### src/rtl/argmax_classifier.sv
// argmax_classifier: consumes one frame of N_CLASSES float32 scores over a
// valid/ready stream, tracks the running maximum under IEEE-754 total order
// (with -0.0 below +0.0), then presents the winning index and its raw score.
// A single-cycle done pulse on the result handshake restarts the upstream frame.
//
// Optional feature: define ARGMAX_NAN_FILTER_EN to keep NaN scores from ever
// winning and to expose a per-frame sticky nan_seen flag.
module argmax_classifier #(
  parameter int N_CLASSES = 10,
  parameter int IDX_W     = 4
) (
  input  logic             clk,
  input  logic             rst,
  input  logic             en,
  input  logic [31:0]      din,
  input  logic             tvalid_in,
  output logic             tready_in,
  output logic [IDX_W-1:0] class_idx,
  output logic [31:0]      max_val,
  output logic             tvalid_out,
  input  logic             tready_out,
`ifdef ARGMAX_NAN_FILTER_EN
  output logic             nan_seen,
`endif
  output logic             done
);

  typedef enum logic {
    S_COLLECT = 1'b0,
    S_OUTPUT  = 1'b1
  } state_t;

  localparam logic [IDX_W-1:0] LAST_IDX  = IDX_W'(N_CLASSES - 1);
  localparam logic [31:0]      QNAN_BITS = 32'h7FC0_0000;

  state_t           state;
  logic [IDX_W-1:0] count;
  logic [31:0]      best_val;
  logic [IDX_W-1:0] best_idx;

  logic [31:0]      next_val;
  logic [IDX_W-1:0] next_idx;
  logic             take;
  logic             first_beat;

`ifdef ARGMAX_NAN_FILTER_EN
  logic best_valid;
  logic nan_acc;
  logic din_nan;
  logic next_valid;
  logic next_nan;
`endif

  // Map float bits onto an unsigned key whose order matches numeric order:
  // negatives invert fully, positives just flip the sign bit above them.
  function automatic logic [31:0] order_key(input logic [31:0] v);
    return v[31] ? ~v : (v ^ 32'h8000_0000);
  endfunction

  // Input is accepted only while collecting, enabled and out of reset.
  assign tready_in = en && !rst && (state == S_COLLECT);

  // Candidate running best after the beat currently on din.
  always_comb begin
    // NOTE: every signal driven here gets a default first, so no path can
    // leave one unassigned and infer a latch.
    first_beat = (count == '0);
    take       = 1'b0;
`ifdef ARGMAX_NAN_FILTER_EN
    din_nan    = (&din[30:23]) && (|din[22:0]);
    take       = !din_nan &&
                 (first_beat || !best_valid || (order_key(din) > order_key(best_val)));
    next_valid = take || (!first_beat && best_valid);
    next_nan   = din_nan || (!first_beat && nan_acc);
`else
    take       = first_beat || (order_key(din) > order_key(best_val));
`endif
    next_val   = take ? din   : best_val;
    next_idx   = take ? count : best_idx;
  end

  // Frame collection, result presentation and done pulse.
  always_ff @(posedge clk) begin
    // NOTE: sequential state uses non-blocking assignments so every register
    // samples pre-edge values regardless of statement order.
    if (rst) begin
      state      <= S_COLLECT;
      count      <= '0;
      best_val   <= '0;
      best_idx   <= '0;
      class_idx  <= '0;
      max_val    <= '0;
      tvalid_out <= 1'b0;
      done       <= 1'b0;
`ifdef ARGMAX_NAN_FILTER_EN
      best_valid <= 1'b0;
      nan_acc    <= 1'b0;
      nan_seen   <= 1'b0;
`endif
    end else begin
      done <= 1'b0;
      if (en) begin
        case (state)
          S_COLLECT: begin
            if (tvalid_in) begin
              best_val <= next_val;
              best_idx <= next_idx;
              count    <= count + 1'b1;
`ifdef ARGMAX_NAN_FILTER_EN
              best_valid <= next_valid;
              nan_acc    <= next_nan;
`endif
              if (count == LAST_IDX) begin
                state      <= S_OUTPUT;
                tvalid_out <= 1'b1;
                class_idx  <= next_idx;
                max_val    <= next_val;
`ifdef ARGMAX_NAN_FILTER_EN
                nan_seen   <= next_nan;
                if (!next_valid) begin
                  class_idx <= '0;
                  max_val   <= QNAN_BITS;
                end
`endif
              end
            end
          end
          S_OUTPUT: begin
            if (tready_out) begin
              tvalid_out <= 1'b0;
              done       <= 1'b1;
              count      <= '0;
              state      <= S_COLLECT;
`ifdef ARGMAX_NAN_FILTER_EN
              nan_seen   <= 1'b0;
`endif
            end
          end
          default: state <= S_COLLECT;
        endcase
      end
    end
  end

endmodule

### config.mk
export PLATFORM = sky130hd
export DESIGN_NAME = argmax_classifier
export DESIGN_NICKNAME = d
export VERILOG_FILES = /design/src/rtl/argmax_classifier.sv
export SDC_FILE = /design/constraint.sdc
export NUM_CORES = 1
export LEC_CHECK = 0
export BUFFER_PORTS_ARGS = -buffer_cell sky130_fd_sc_hd__clkbuf_2
export CAP_MARGIN = 20
export CORE_ASPECT_RATIO = 0.75
export CORE_MARGIN = 2
export CORE_UTILIZATION = 55
export DETAILED_ROUTE_END_ITERATION = 7
export PLACE_DENSITY_LB_ADDON = 0.08
export SYNTH_ARGS = -nofsm -noshare
export SYNTH_HDL_FRONTEND = slang
export SYNTH_SLANG_ARGS = --single-unit
### constraint.sdc
create_clock -name clk -period 4.72 [get_ports clk]
set_input_delay 0.236 -clock clk [delete_from_list [all_inputs] [get_ports clk]]
set_output_delay 0.236 -clock clk [all_outputs]
set_load 0.01 [all_outputs]
* Yosys cells after proc, flatten, opt, wreduce, memory -nomap -nowiden
Index checks and enable logic that the tools add are counted.
** Storage, ports and cells
- Register bits :: 79
- Word-level logic and storage cells :: 46
** Operators by class
- $add $sub $neg :: 1
- Order comparisons :: 1
- Equal/unequal tests :: 4
- Mux-type cells :: 16
- Bitwise logic cells :: 6
- Reduce and logical (&&, ||, !) cells :: 10
** Operators with widths (number)
- 32-bit 2-to-1 mux :: 3
- 32-bit NOT :: 2
- 32-bit greater-than comparator :: 1
- 4-bit 2-to-1 mux :: 3
- 4-bit one-hot mux with 2 select lines :: 1
- 4-bit AND reduction :: 2
- 1-bit 2-to-1 mux :: 7
- 3-bit AND reduction :: 2
- 4-bit by 1-bit adder with 4-bit output, second input constant :: 1
- 4-bit == test, second input constant :: 1
- 4-bit zero test :: 1
- 2-bit inequality test, second input constant :: 2
- 1-bit NOT :: 4
- 1-bit one-hot mux with 2 select lines :: 2
- 3-bit OR reduction :: 1
- 1-bit logical AND :: 2
- 2-bit by 1-bit inequality test with 1-bit output, second input constant :: 1
- 1-bit zero test :: 1
- 1-bit logical OR :: 1

* Logic depth before layout (Yosys ltp)
- Depth in word-level cells :: 5
- Gate-level depth with buffers :: 12
- Gate-level depth less buffers :: 8

* Least setup slack after synthesis
OpenSTA, ideal clock, no wires.
- Kind :: register -> register
- Start :: register best_val[31]
- End :: register best_val[31]
- Setup time :: 118 ps
- Arrival time :: 2892 ps
- Required time :: 4602 ps
- Slack :: 1710 ps
- Cell stages (with the launch flop) :: 13
- Clock period less this slack :: 3010 ps
- Path through :: dfxtp_1 > clkbuf_1 > buf_1 > xnor2_1 > ha_1 > nor2b_4 > o211ai_2 > a2111oi_2 > o41a_4 > o31a_1 > buf_6 > buf_12 > mux2i_1
** On the way
- Cells in the longest elaborated chain, start to end :: 5
- Elaborated cells on any way between the ends :: 6
- Those cells by class :: order compare: 1; mux: 2; bitwise: 2; reduce/logical: 1
** RTL lines
- from (decl) :: line 38 : logic [31:0] best_val;
- from (signal assigned) :: line 106 : best_val <= next_val;
- 1-bit NOT (no line) / 32-bit NOT (equally long branches)
- 32-bit 2-to-1 mux :: line 57 : return v[31] ? ~v : (v ^ 32'h8000_0000);
- 32-bit greater-than comparator :: line 76 : take = first_beat || (order_key(din) > order_key(best_val));
- 1-bit logical OR :: line 76
- 32-bit 2-to-1 mux (*) :: line 78 : next_val = take ? din : best_val;
Mark *: on every way between the ends. The rest lies on a longest branch, timed or not.
A chain may end at the register's enable or synchronous reset.

* Final worst setup path
- Start :: register best_val[31]
- End :: register max_val[21]
** On the way
- Cells in the longest elaborated chain, start to end :: 5
- Elaborated cells on any way between the ends :: 6
- Those cells by class :: order compare: 1; mux: 2; bitwise: 2; reduce/logical: 1
** RTL lines
- 1-bit NOT (no line) / 32-bit NOT (equally long branches)
- 32-bit 2-to-1 mux (*) :: line 57
- 32-bit greater-than comparator (*) :: line 76
- 1-bit logical OR (*) :: line 76
- 32-bit 2-to-1 mux (*) :: line 78
- to (signal assigned) :: line 117 : max_val <= next_val;
- to (decl) :: line 19 : output logic [31:0] max_val,
Marks and branches as above.

==> flow_results.org <==
** Worst setup path
- Critical path class :: register to register
- Arrival time worst endpoint :: 4040 ps
- Number of cells traversed by the worst register-to-register path :: 10
- STA classifies the critical path endpoint as a register.
- R2r startpoint :: best_val[31]
- Sort of element at the start of the critical path :: register
- Crit-path max FO :: 28
- Across all register-to-register paths, the minimum setup slack is 910 ps.
- STA puts the critical path data required time at 4950 ps.
- Worst reg2reg endpoint :: max_val[21]

** Yosys
- Of the post-synthesis cell area, the dominant cell type holds 0.297.
- Cells taking the most area after synthesis :: sky130_fd_sc_hd__dfxtp_1 30%, sky130_fd_sc_hd__nand2b_1 8.6%, sky130_fd_sc_hd__ha_1 8.2%
- Sequential share of the synthesized area :: 0.297
- The Yosys step of the flow raised 0 warnings.
- Post-Syn Instances :: 566
- Synthesized area divided by synthesized cell count :: 9.40 µm²
- Most frequent cell after synthesis :: sky130_fd_sc_hd__dfxtp_1
- Counting flops with a built-in enable in the synthesized netlist gives 0.
- Commonest cells in the synthesized netlist :: 79 x sky130_fd_sc_hd__dfxtp_1, 73 x sky130_fd_sc_hd__nand2b_1, 46 x sky130_fd_sc_hd__nor2_1, 36 x sky130_fd_sc_hd__mux2i_1
- In the synthesized netlist the dominant register cell turns out to be sky130_fd_sc_hd__dfxtp_1.
- Number of storage elements in the synthesis netlist :: 79
- Synthesized area :: 5320 µm²
- Syn nets :: 638
- After synthesis, the netlist uses 42 different library cells.
- Area leader, netlist :: sky130_fd_sc_hd__dfxtp_1
- Share of flip-flops with an asynchronous set or reset after synthesis :: 0

** Pwr
- Clock share of power :: 0.366
- The internal portion of the total power is 1.19 mW.
- Summed over all cells, the static leakage comes to 2.14 nW.
- Power spread over the standard cell area amounts to 290 nW/µm².
- Of the total power, combinational logic draws 0.225.
- VDD IR max :: 0.000201 V
- For this design the total switching power over the nets is 0.541 mW.
- The share of total power dissipated in sequential elements is 0.410.
- Of the total power, the share spent switching nets is 0.312.

** Placement
- Timing analysis after detailed placement gives a worst setup slack of 761 ps.
- Final RePlAce weighted congestion :: 0.794
- Placement-stage cell area :: 5710 µm²
- Input/output buffers :: 75
- The number of placed instances, taps included, is 733.
- Final HPWL from detailed placement :: 8400 µm

** Detailed routing
- Routed Wire Length :: 12600 µm
- Mean routed wirelength per cell :: 16.9 µm
- For this run, design rule violations remaining after detail routing come to 0.
- Pre-Repair DR Iteration Count :: 4
- Iteration-0 DRC count of the detailed router :: 240
- DR vias :: 4291
- Using the TritonRoute via totals, the vias-per-cell ratio works out to 5.74.
- Count of antenna-violating nets left after detailed routing :: 0

** Floorplan
- In this run the count of I/O pins placed on the die edge is 76.
- Initial standard-cell utilization of the core :: 0.558
- Floorplan row count :: 31
- The floorplan step set the die height to 89.2 µm.
- Total core area :: 9540 µm²
- The die covers 10500 µm².
- Die X-Extent :: 118 µm

** Run status
- The run finished with clean final reports.

** Timing
- The number of hold-slack violations in the final timing report was 0.
- Timing would allow up to 0.262 GHz.
- Actual slew at the worst max-slew pin :: 1080 ps
- Setup repair after global routing left no endpoint under its margin.
- After routing, the total negative slack on setup checks comes to 0 ps.
- Max-slew violation count :: 0
- Worst rel slew slack :: 0.281
- Across the routed clock network, the largest skew measured is 8.22 ps.
- Fin worst setup slack :: 905 ps
- Setup violations remaining at the end of the flow were counted as 0.
- The worst path in the final design needs a cycle of 3810 ps, including I/O delays and setup.
- Portion of the clock cycle consumed by the worst path in the final layout :: 0.808

** Global route
- Maximum number of pins on one net before global-route repair :: 114
- The first global-routing pass estimated 20700 µm of wire.
- The number of antenna violations at the first check in global routing was 0.
- Overall Global Routing Usage :: 0.246
- Global routing finished with a remaining overflow of 0.
- The via count of the first global-routing pass is 4163.

** Hold path
- Instance count along the most critical hold path :: 2
- Destination of the worst hold path :: max_val[27]
- The worst hold path begins at din[27].
- The worst hold path belongs to the class primary input to register.

** Clock network
- Number of buffers inserted for hold repair after clock tree synthesis :: 0
- # Post-CTS Setup Buffers :: 0
- Post-CTS Resized :: 0
- Clk buf depth :: 2
- TritonCTS built the clock tree.
- Root buffer selected by CTS :: sky130_fd_sc_hd__clkbuf_16
- The tree built by TritonCTS fans out to 79 sinks.
- Number of buffers added by the clock tree synthesis step :: 9
- Worst-Skew Late Latency :: 340 ps
- Clock H-tree levels :: 3
- Clock-pin slew reported for the worst setup and hold paths after clock tree synthesis :: 60 ps

** Layout
- The finished layout holds 748 standard cells, fillers aside.
- After filler insertion, the fill cell instance count of the layout stands at 848.
- The finished cells cover 5970 µm².
- From synthesis to final layout, the design area changed by 12.2%.
- Count of inserted antenna diode cells :: 0
- Measured on the finished design, the core utilization comes to 0.626.
- In the final layout, the share of cells above drive strength 1 is 0.232.
- The net count of the finished layout is 684.

** Job
- Max-cap violations :: 0
## cell families after synthesis
kind of cell	synth area share
fa+ha+maj	0.0823
compound gates	0.199
xor+xnor	0.105
buf+inv	0.0538
simple gates	0.195
flops	0.297
mux	0.0677
## final cells by class
cell class / instances / area (µm²) / share of cell area
clock buffers: 9 / 225 / 0.0377
repair buffers: 84 / 470 / 0.0788
well taps: 132 / 165 / 0.0277
multi-input cells: 434 / 3470 / 0.582
clock inverters: 6 / 38.8 / 0.00650
inverters: 4 / 15.0 / 0.00252
flip-flops and latches: 79 / 1580 / 0.265
## power by group through the flow
stage	registers [mW]	logic, mW	clock network (mW)
floorplan	0.713	0.293	0
global placement	0.724	0.373	0
detailed placement	0.725	0.387	0
CTS	0.710	0.391	0.644
global route	0.713	0.428	0.671
finish	0.710	0.389	0.634
## placed cells by master (no fill, tap or decap), types with 3 or more instances in the layout
cell	n
sky130_fd_sc_hd__nor2_1	45
sky130_fd_sc_hd__nand2b_1	73
sky130_fd_sc_hd__a311oi_2	28
sky130_fd_sc_hd__o31a_1	34
sky130_fd_sc_hd__nand2_1	12
sky130_fd_sc_hd__nor3_1	35
sky130_fd_sc_hd__clkbuf_16	9
sky130_fd_sc_hd__buf_4	8
sky130_fd_sc_hd__xor2_1	33
sky130_fd_sc_hd__a21oi_1	17
sky130_fd_sc_hd__clkbuf_2	74
sky130_fd_sc_hd__o21ai_0	7
sky130_fd_sc_hd__nand3_1	6
sky130_fd_sc_hd__ha_1	35
sky130_fd_sc_hd__nand4_1	9
sky130_fd_sc_hd__mux2i_1	36
sky130_fd_sc_hd__clkinv_2	3
sky130_fd_sc_hd__xnor2_1	31
sky130_fd_sc_hd__dfxtp_1	78
sky130_fd_sc_hd__a311oi_1	6
sky130_fd_sc_hd__inv_1	4
## worst max-delay path, cell delays in order (launching register included)
cell and delay [ps]:
sky130_fd_sc_hd__dfxtp_2 870, sky130_fd_sc_hd__buf_4 260, sky130_fd_sc_hd__xnor2_1 120, sky130_fd_sc_hd__ha_1 270, sky130_fd_sc_hd__nor2b_4 140, sky130_fd_sc_hd__o211ai_2 140
sky130_fd_sc_hd__a2111oi_2 120, sky130_fd_sc_hd__o41ai_4 890, sky130_fd_sc_hd__buf_4 530, sky130_fd_sc_hd__a311oi_1 180, sky130_fd_sc_hd__o31a_1 160
## worst max path at each step
stage	slack, ps	to	cells after the start	from
floorplan	1710	best_val[31]	12	best_val[31]
global route	570	best_val[6]	9	best_val[31]
global placement	880	best_idx[0]	10	din[31]
CTS	870	max_val[21]	10	best_val[31]
detailed placement	760	best_val[11]	10	din[31]
finish	910	max_val[21]	10	best_val[31]
## through the flow
stage	power (mW)	hold slack [ps]
after CTS	1.75	158
after global routing	1.81	173
after floorplan	1.01	372
after detailed placement	1.11	448
final	1.73	168
after global placement	1.10	443
## sequential cells by signal (all words and copies together) (netlist names)
signal,cells
best_idx,4
max_val,32
class_idx,4
state,1
count,4
done,1
tvalid_out,1
best_val,32
## layer usage
layer,vias to the layer above,wire [µm],global-route usage,share of wire
met5,-,0,0,0
met4,0,96,0.0548,0.0076
met3,9,645,0.0485,0.051
met2,86,6100,0.435,0.48
met1,2065,5760,0.317,0.46
li1,2131,-,-,-
No activity file was read; power rests on OpenSTA's default activity.
